<file path="src/rtl/mem_access_unit.sv">
// Data-memory access unit: turns a decoded load/store into one word-aligned
// req/ack bus transaction and returns the extended load result.
module mem_access_unit #(
    parameter int unsigned ADDR_W  = 32,
    parameter int unsigned TIMEOUT = 255
) (
    input  logic              clk,
    input  logic              rst,
    input  logic              start,
    input  logic [1:0]        mem_op,
    input  logic [2:0]        mem_sel,
    input  logic [ADDR_W-1:0] addr,
    input  logic [31:0]       wdata,
    output logic              busy,
    output logic              done,
    output logic              err,
    output logic [31:0]       rdata,
    output logic              bus_req,
    output logic              bus_we,
    output logic [ADDR_W-1:0] bus_addr,
    output logic [3:0]        bus_wstrb,
    output logic [31:0]       bus_wdata,
    input  logic              bus_ack,
    input  logic [31:0]       bus_rdata
);

    typedef enum logic [1:0] {IDLE = 2'd0, REQ = 2'd1, RESP = 2'd2} state_t;

    state_t            state_q, state_d;
    logic              st_q, st_d;
    logic [2:0]        sel_q, sel_d;
    logic [1:0]        off_q, off_d;
    logic              err_q, err_d;
    logic [31:0]       cnt_q, cnt_d;
    logic [ADDR_W-1:0] addr_q, addr_d;
    logic [31:0]       wdata_q, wdata_d;
    logic [31:0]       rdata_q, rdata_d;
    logic [3:0]        strb_q, strb_d;

    logic              is_acc, sel_ok, align_ok;
    logic [31:0]       rd_shift;
    logic [15:0]       rd_half;

    always_comb begin
        is_acc = (mem_op == 2'b01) || (mem_op == 2'b10);
        case (mem_sel)
            3'b000, 3'b001, 3'b010: sel_ok = 1'b1;
            3'b100, 3'b101:         sel_ok = (mem_op == 2'b01);
            default:                sel_ok = 1'b0;
        endcase
        case (mem_sel[1:0])
            2'b01:   align_ok = ~addr[0];
            2'b10:   align_ok = (addr[1:0] == 2'b00);
            default: align_ok = 1'b1;
        endcase
        rd_shift = bus_rdata >> {off_q, 3'b000};
        rd_half  = off_q[1] ? bus_rdata[31:16] : bus_rdata[15:0];
    end

    always_comb begin
        state_d = state_q;
        st_d    = st_q;
        sel_d   = sel_q;
        off_d   = off_q;
        err_d   = err_q;
        cnt_d   = cnt_q;
        addr_d  = addr_q;
        wdata_d = wdata_q;
        rdata_d = rdata_q;
        strb_d  = strb_q;
        case (state_q)
            IDLE: begin
                if (start && is_acc) begin
                    cnt_d = '0;
                    if (sel_ok && align_ok) begin
                        state_d = REQ;
                        err_d   = 1'b0;
                        st_d    = mem_op[1];
                        sel_d   = mem_sel;
                        off_d   = addr[1:0];
                        addr_d  = {addr[ADDR_W-1:2], 2'b00};
                        if (mem_op[1]) begin
                            case (mem_sel[1:0])
                                2'b00: begin
                                    strb_d  = 4'b0001 << addr[1:0];
                                    wdata_d = {4{wdata[7:0]}};
                                end
                                2'b01: begin
                                    strb_d  = 4'b0011 << addr[1:0];
                                    wdata_d = {2{wdata[15:0]}};
                                end
                                default: begin
                                    strb_d  = 4'b1111;
                                    wdata_d = wdata;
                                end
                            endcase
                        end else begin
                            strb_d  = '0;
                            wdata_d = '0;
                        end
                    end else begin
                        // Illegal request reports err without touching the bus registers.
                        state_d = RESP;
                        err_d   = 1'b1;
                    end
                end
            end
            REQ: begin
                if (bus_ack) begin
                    state_d = RESP;
                    err_d   = 1'b0;
                    if (!st_q) begin
                        case (sel_q)
                            3'b000:  rdata_d = {{24{rd_shift[7]}}, rd_shift[7:0]};
                            3'b001:  rdata_d = {{16{rd_half[15]}}, rd_half};
                            3'b100:  rdata_d = {24'd0, rd_shift[7:0]};
                            3'b101:  rdata_d = {16'd0, rd_half};
                            default: rdata_d = bus_rdata;
                        endcase
                    end
                end else begin
                    cnt_d = cnt_q + 32'd1;
                    if ((TIMEOUT != 0) && (cnt_d == TIMEOUT)) begin
                        state_d = RESP;
                        err_d   = 1'b1;
                    end
                end
            end
            RESP:    state_d = IDLE;
            default: state_d = IDLE;
        endcase
    end

    always_ff @(posedge clk) begin
        if (rst) begin
            state_q <= IDLE;
            st_q    <= 1'b0;
            sel_q   <= '0;
            off_q   <= '0;
            err_q   <= 1'b0;
            cnt_q   <= '0;
            addr_q  <= '0;
            wdata_q <= '0;
            rdata_q <= '0;
            strb_q  <= '0;
        end else begin
            state_q <= state_d;
            st_q    <= st_d;
            sel_q   <= sel_d;
            off_q   <= off_d;
            err_q   <= err_d;
            cnt_q   <= cnt_d;
            addr_q  <= addr_d;
            wdata_q <= wdata_d;
            rdata_q <= rdata_d;
            strb_q  <= strb_d;
        end
    end

    assign busy      = (state_q != IDLE);
    assign bus_req   = (state_q == REQ);
    assign done      = (state_q == RESP) && !err_q;
    assign err       = (state_q == RESP) && err_q;
    assign bus_we    = (state_q == REQ) && st_q;
    assign bus_wstrb = (state_q == REQ) ? strb_q : 4'b0000;
    assign bus_addr  = addr_q;
    assign bus_wdata = wdata_q;
    assign rdata     = rdata_q;

endmodule

</file>
<file path="config.mk">
export PLATFORM = sky130hd
export DESIGN_NAME = mem_access_unit
export DESIGN_NICKNAME = d
export VERILOG_FILES = /design/src/rtl/mem_access_unit.sv
export SDC_FILE = /design/constraint.sdc
export NUM_CORES = 1
export LEC_CHECK = 0
export CORE_AREA = 2 2 147 149
export DETAILED_ROUTE_END_ITERATION = 16
export DIE_AREA = 0 0 149 151
export DONT_BUFFER_PORTS = 1
export PLACE_DENSITY = 0.52
export SKIP_CTS_REPAIR_TIMING = 1
export SYNTH_ARGS = -nofsm -noshare
export SYNTH_HDL_FRONTEND = slang
export SYNTH_SLANG_ARGS = --single-unit
</file>
<file path="constraint.sdc">
create_clock -name clk -period 5.6 [get_ports clk]
set_input_delay 1.12 -clock clk [delete_from_list [all_inputs] [get_ports clk]]
set_output_delay 1.12 -clock clk [all_outputs]
set_load 0.02 [all_outputs]
</file>
# Word level (Yosys, flattened, before mapping)
# Index checks and enable logic that the tools add are counted.
# Widths: inputs -> output; s select.
dict set report word_totals {
  word_cells 76
  input_bits 105
  out_inout_bits 105
  ff_bits 139
}
dict set report op_classes {
  n_eq_ne 17
  n_mux 22
  addsub 1
  bitwise_logic 2
  shifts 3
  reduce_logical 21
}
# op n
set ops {}
lappend ops {{$pmux 32 s2} 2}
lappend ops {{$pmux 32 s4} 1}
lappend ops {{$mux 32} 3}
lappend ops {{$add 32x1->32 const B} 1}
lappend ops {{$eq 32x8->1 const B} 1}
lappend ops {{$shr 32x5->8} 1}
lappend ops {{$mux 16} 1}
lappend ops {{$eq 3x3->1 const B} 4}
lappend ops {{$reduce_and 3->1} 4}
lappend ops {{$mux 2} 4}
lappend ops {{$mux 4} 2}
lappend ops {{$pmux 4 s2} 1}
lappend ops {{$eq 2x1->1 const B} 3}
lappend ops {{$eq 2x2->1 const B} 3}
lappend ops {{$eq 3x1->1 const B} 2}
lappend ops {{$logic_not 2->1} 3}
lappend ops {{$logic_not 3->1} 2}
lappend ops {{$pmux 1 s2} 3}
lappend ops {{$logic_and 1x1->1} 5}
lappend ops {{$mux 1} 4}
lappend ops {{$ne 2x2->1 const B} 2}
lappend ops {{$pmux 2 s2} 1}
lappend ops {{$reduce_bool 2->1} 2}
lappend ops {{$shl 1x2->4 const A} 1}
lappend ops {{9 further kinds} 10}

# Depth between registers and ports, before layout
dict set report logic_depth {
  depth_word 7
  depth_mapped 12
  mapped_depth_nobuf 9
}

# Worst setup path before layout
# No wires, ideal clock.
dict set report synth_path {
  path_type {input -> register}
  startpoint {in mem_op[1]}
  endpoint {reg strb_q[2]}
  setup_time_ns 0.070
  required_time_ns 5.530
  stages 9
  arrival_time_ns 3.248
  n_path_buf 3
  setup_slack_ns 2.282
  cell_sequence {clkbuf_1 > clkbuf_1 > inv_1 > ha_1 > nand2b_1 > nor3_1 > clkbuf_1 > o211ai_1 > a21oi_1}
}
dict set report synth_via {
  elab_chain_len 4
  elab_cells_between_ends 8
  classes_between {eq/ne (2); mux (2); reduce/logical (4)}
}
# element line_no
set synth_lines {}
lappend synth_lines {{from (decl)} 10} ;# input logic [1:0] mem_op,
lappend synth_lines {{$eq 2x1->1 or $eq 2x2->1 (tied branches)} {45, 48}}
lappend synth_lines {{$pmux 1 s2 or $logic_or 1x1->1 (tied branches)} {46, 45}}
lappend synth_lines {{$logic_and 1x1->1 (on tied branches)} {75, 73}}
lappend synth_lines {{$reduce_and 3->1 (no line)} -}
lappend synth_lines {{to (signal assigned)} 156} ;# strb_q <= strb_d;
lappend synth_lines {{to (decl)} 38} ;# logic [3:0] strb_q, strb_d;
# Parallel ways exist; a longest one is shown, timed or not.
# A chain may end at the register's enable or synchronous reset.

# Final worst setup path
dict set report layout_path {
  startpoint {reg cnt_q[0]}
  endpoint {reg err_q}
}
dict set report layout_via {
  elab_chain_len 4
}
# element line_no
set layout_lines {}
lappend layout_lines {{from (decl)} 34} ;# logic [31:0] cnt_q, cnt_d;
lappend layout_lines {{from (signal assigned)} 152} ;# cnt_q <= cnt_d;
lappend layout_lines {{$add 32x1->32} 122} ;# cnt_d = cnt_q + 32'd1;
lappend layout_lines {{$eq 32x8->1} 123} ;# if ((TIMEOUT != 0) && (cnt_d == TIMEOUT)) begin
lappend layout_lines {{$ne 3x1->1 (no line)} -}
lappend layout_lines {{$reduce_and 3->1 (no line)} -}
lappend layout_lines {{to (signal assigned)} 151} ;# err_q <= err_d;
lappend layout_lines {{to (decl)} 33} ;# logic err_q, err_d;
# Every way passes these cells.

==> out/metrics.cfg <==
[run_status]
status = complete, no violations

[critical_path]
critPathMaxFanout = 14
criticalPathCategory = reg -> reg
worst_setup_path_start_kind = flop
arrival_ns = 4.11
end_kind = flop
cp.required_ns = 5.93

[placement]
place_congestion = 0.815
placed_cell_area_mm2 = 0.00726
post-dp-hpwl_mm = 14.8
port_buffers = 0

[cells_and_area]
num-nets-final = 1012
stdcell_area_mm2 = 0.00790
diodes = 0
drive_gt1_share_pct = 8.21
syn2layout_area_growth_pct = 9.77

[clock_network]
cts.clk_slew.worst_paths_ns = 0.07
htree_levels = 4
cts_tree = done
cts_buffers = 17
cts_sinks = 139
root_buffer = clkbuf_16
clk_latency_ns = 0.43
cts_buffer_depth = 2

[die]
core_mm2 = 0.0208
die_area_mm2 = 0.0225
initial_core_util_pct = 34.6
io-pin-count = 210
num_rows = 53
fp.dieH_um = 151
die_w_um = 149

[logic_synthesis]
yosysMostFrequentCell = nand2_1
synthFlopType = dfxtp_1
synth.distinct_cells = 68
yosysWarnings = 0
synth_area_mm2 = 0.00720
synthArstFlopShare_pct = 0
ys_seq_area_share_pct = 38.7
synth.area.top_cells = dfxtp_1, nand2_1, a21oi_1, clkbuf_1, nand3_1
synthTopCellsByCount = nand2_1, dfxtp_1, a21oi_1, clkbuf_1, nor2_1
syn_area_per_cell_um2 = 7.50
synth_seq_cells = 139
synth_top_area_share_pct = 38.7
synth_cells = 960
yosysTopAreaCell = dfxtp_1
synth_edf_count = 0

[drt]
drtIter0Drc = 355
vias = 6550
routed_wire_length_per_instance_um = 18.5
dr.pass1.iters = 4
final_antenna_net_count = 0
finalWirelength_mm = 22.0
drc = 0
viasPerCell = 5.51

[pwr]
p_sw_mw = 0.620
p_leak_nw = 2.52
swShare_pct = 25.8
combPwrFrac_pct = 5.2
p_clk_share_pct = 51.6
p_seq_share_pct = 43.2
intPower_mw = 1.78
power.density_mw_per_mm2 = 304
vdd_ir_drop_max_mv = 0.190

[global_route]
grt_usage_pct = 18.9
grt_pass1_wl_mm = 33.7
antenna_found_initial = 0
grt_max_degree = 141
grt_pass1_vias = 5994
globalRouteOverflowTotal = 0

[sta]
maxClockFrequency_mhz = 265
fin_crit_sh_pct = 67.5
relSlewSlack_pct = 28.6
slew_violations = 0
report.final.setup_viol = 0
whs_ns = 0.452
worstMarginPinSlew_ns = 1.07
finalCriticalPeriod_ns = 3.78
setup_tns_ns = 0
fin_skew_ns = 0.0136
hold_viol = 0
grt_setup_unrepaired = false

[flow_run]
drv_cap = 0

[hold_path]
hold_class = reg -> reg

## cell families (layout without fill, tap and decap cells)
logic type      count (synthesis)  count (layout)  synth area share [%]
fa+ha+maj                       6               6                  1.04
buf+inv                       106              59                  6.07
simple gates                  427             427                  28.5
xor+xnor                        9               9                  1.10
mux                            20              20                  3.39
other cells                     1               2                0.0521
flops                         139             139                  38.7
compound gates                252             252                  21.2
## worst paths after layout
check	startpoint	endpoint	slack (ns)	cells past startpoint
worst min register to register	strb_q[2]	strb_q[2]	0.45	2
worst max register to register	cnt_q[0]	err_q	1.82	9
worst min-delay path	strb_q[2]	strb_q[2]	0.45	2
worst max-delay path	cnt_q[0]	err_q	1.82	9
## routing by layer
metal / part of all wire [%] / wire (um) / GRT usage (%) / up-vias
li1: - / - / - / 3266
met1: 43 / 9540 / 25.1 / 3077
met2: 47 / 10400 / 29.0 / 197
met3: 8.4 / 1850 / 7.50 / 10
met4: 0.72 / 159 / 4.33 / 0
met5: 0 / 0 / 0 / -
## critical path: stages (launching register included)
cell	delay, ns
dfxtp_1	0.45
ha_1	0.32
nand3_2	0.28
or4_1	0.81
or4_1	0.54
mux2i_1	0.15
a221o_1	0.27
or4_4	0.45
and2_4	0.18
o32ai_1	0.23
## final cells by class
class | count | area [um^2]
fillers | 2231 | 12900
repair buffers | 12 | 90.1
flip-flops and latches | 139 | 2780
inverters | 15 | 56.3
multi-input cells | 716 | 3990
clock buffers | 17 | 425
well taps | 275 | 344
clock inverters | 15 | 214
## state kept, by name, indices dropped and copies added, names as in the netlist, 2 cells and up
register / cells
bus_addr: 30
off_q: 2
state_q: 2
sel_q: 3
cnt_q: 32
rdata: 32
bus_wdata: 32
strb_q: 4
## cells in the final DEF (no fill, tap or decap), types with 6 or more instances in the layout
cell,count
a211oi_1,27
a22o_1,8
a311oi_1,9
mux2i_1,12
a21oi_1,122
nand4_1,7
a22oi_1,19
nor4_1,11
ha_1,6
nor3_1,17
dfxtp_1,139
buf_4,12
nor2_1,70
and2_1,6
nand2_1,194
inv_1,15
nand3_1,54
nand2b_1,6
clkbuf_16,17
nor3b_1,10
o221ai_1,7
o21ai_0,39
nor2b_1,9
xnor2_1,6
## metrics by stage
step / utilization (%) / power [mW] / worst slack (ns) / instances
global placement: 34.9 / 1.18 / 1.91 / 1157
global route: 37.9 / 2.49 / 1.57 / 1189
finish: 37.9 / 2.40 / 1.82 / 1189
floorplan: - / 1.17 / 2.28 / 961
detailed placement: 34.9 / 1.18 / 1.84 / 1157
CTS: 37.9 / 2.43 / 1.83 / 1189
## power groups by stage
stage | sequential (mW) | combinational (mW) | clock, mW
global placement | 1.06 | 0.125 | 0
detailed placement | 1.06 | 0.125 | 0
CTS | 1.04 | 0.126 | 1.27
finish | 1.04 | 0.124 | 1.24
floorplan | 1.05 | 0.118 | 0
global route | 1.04 | 0.141 | 1.31
(Power assumes the default switching activity.)
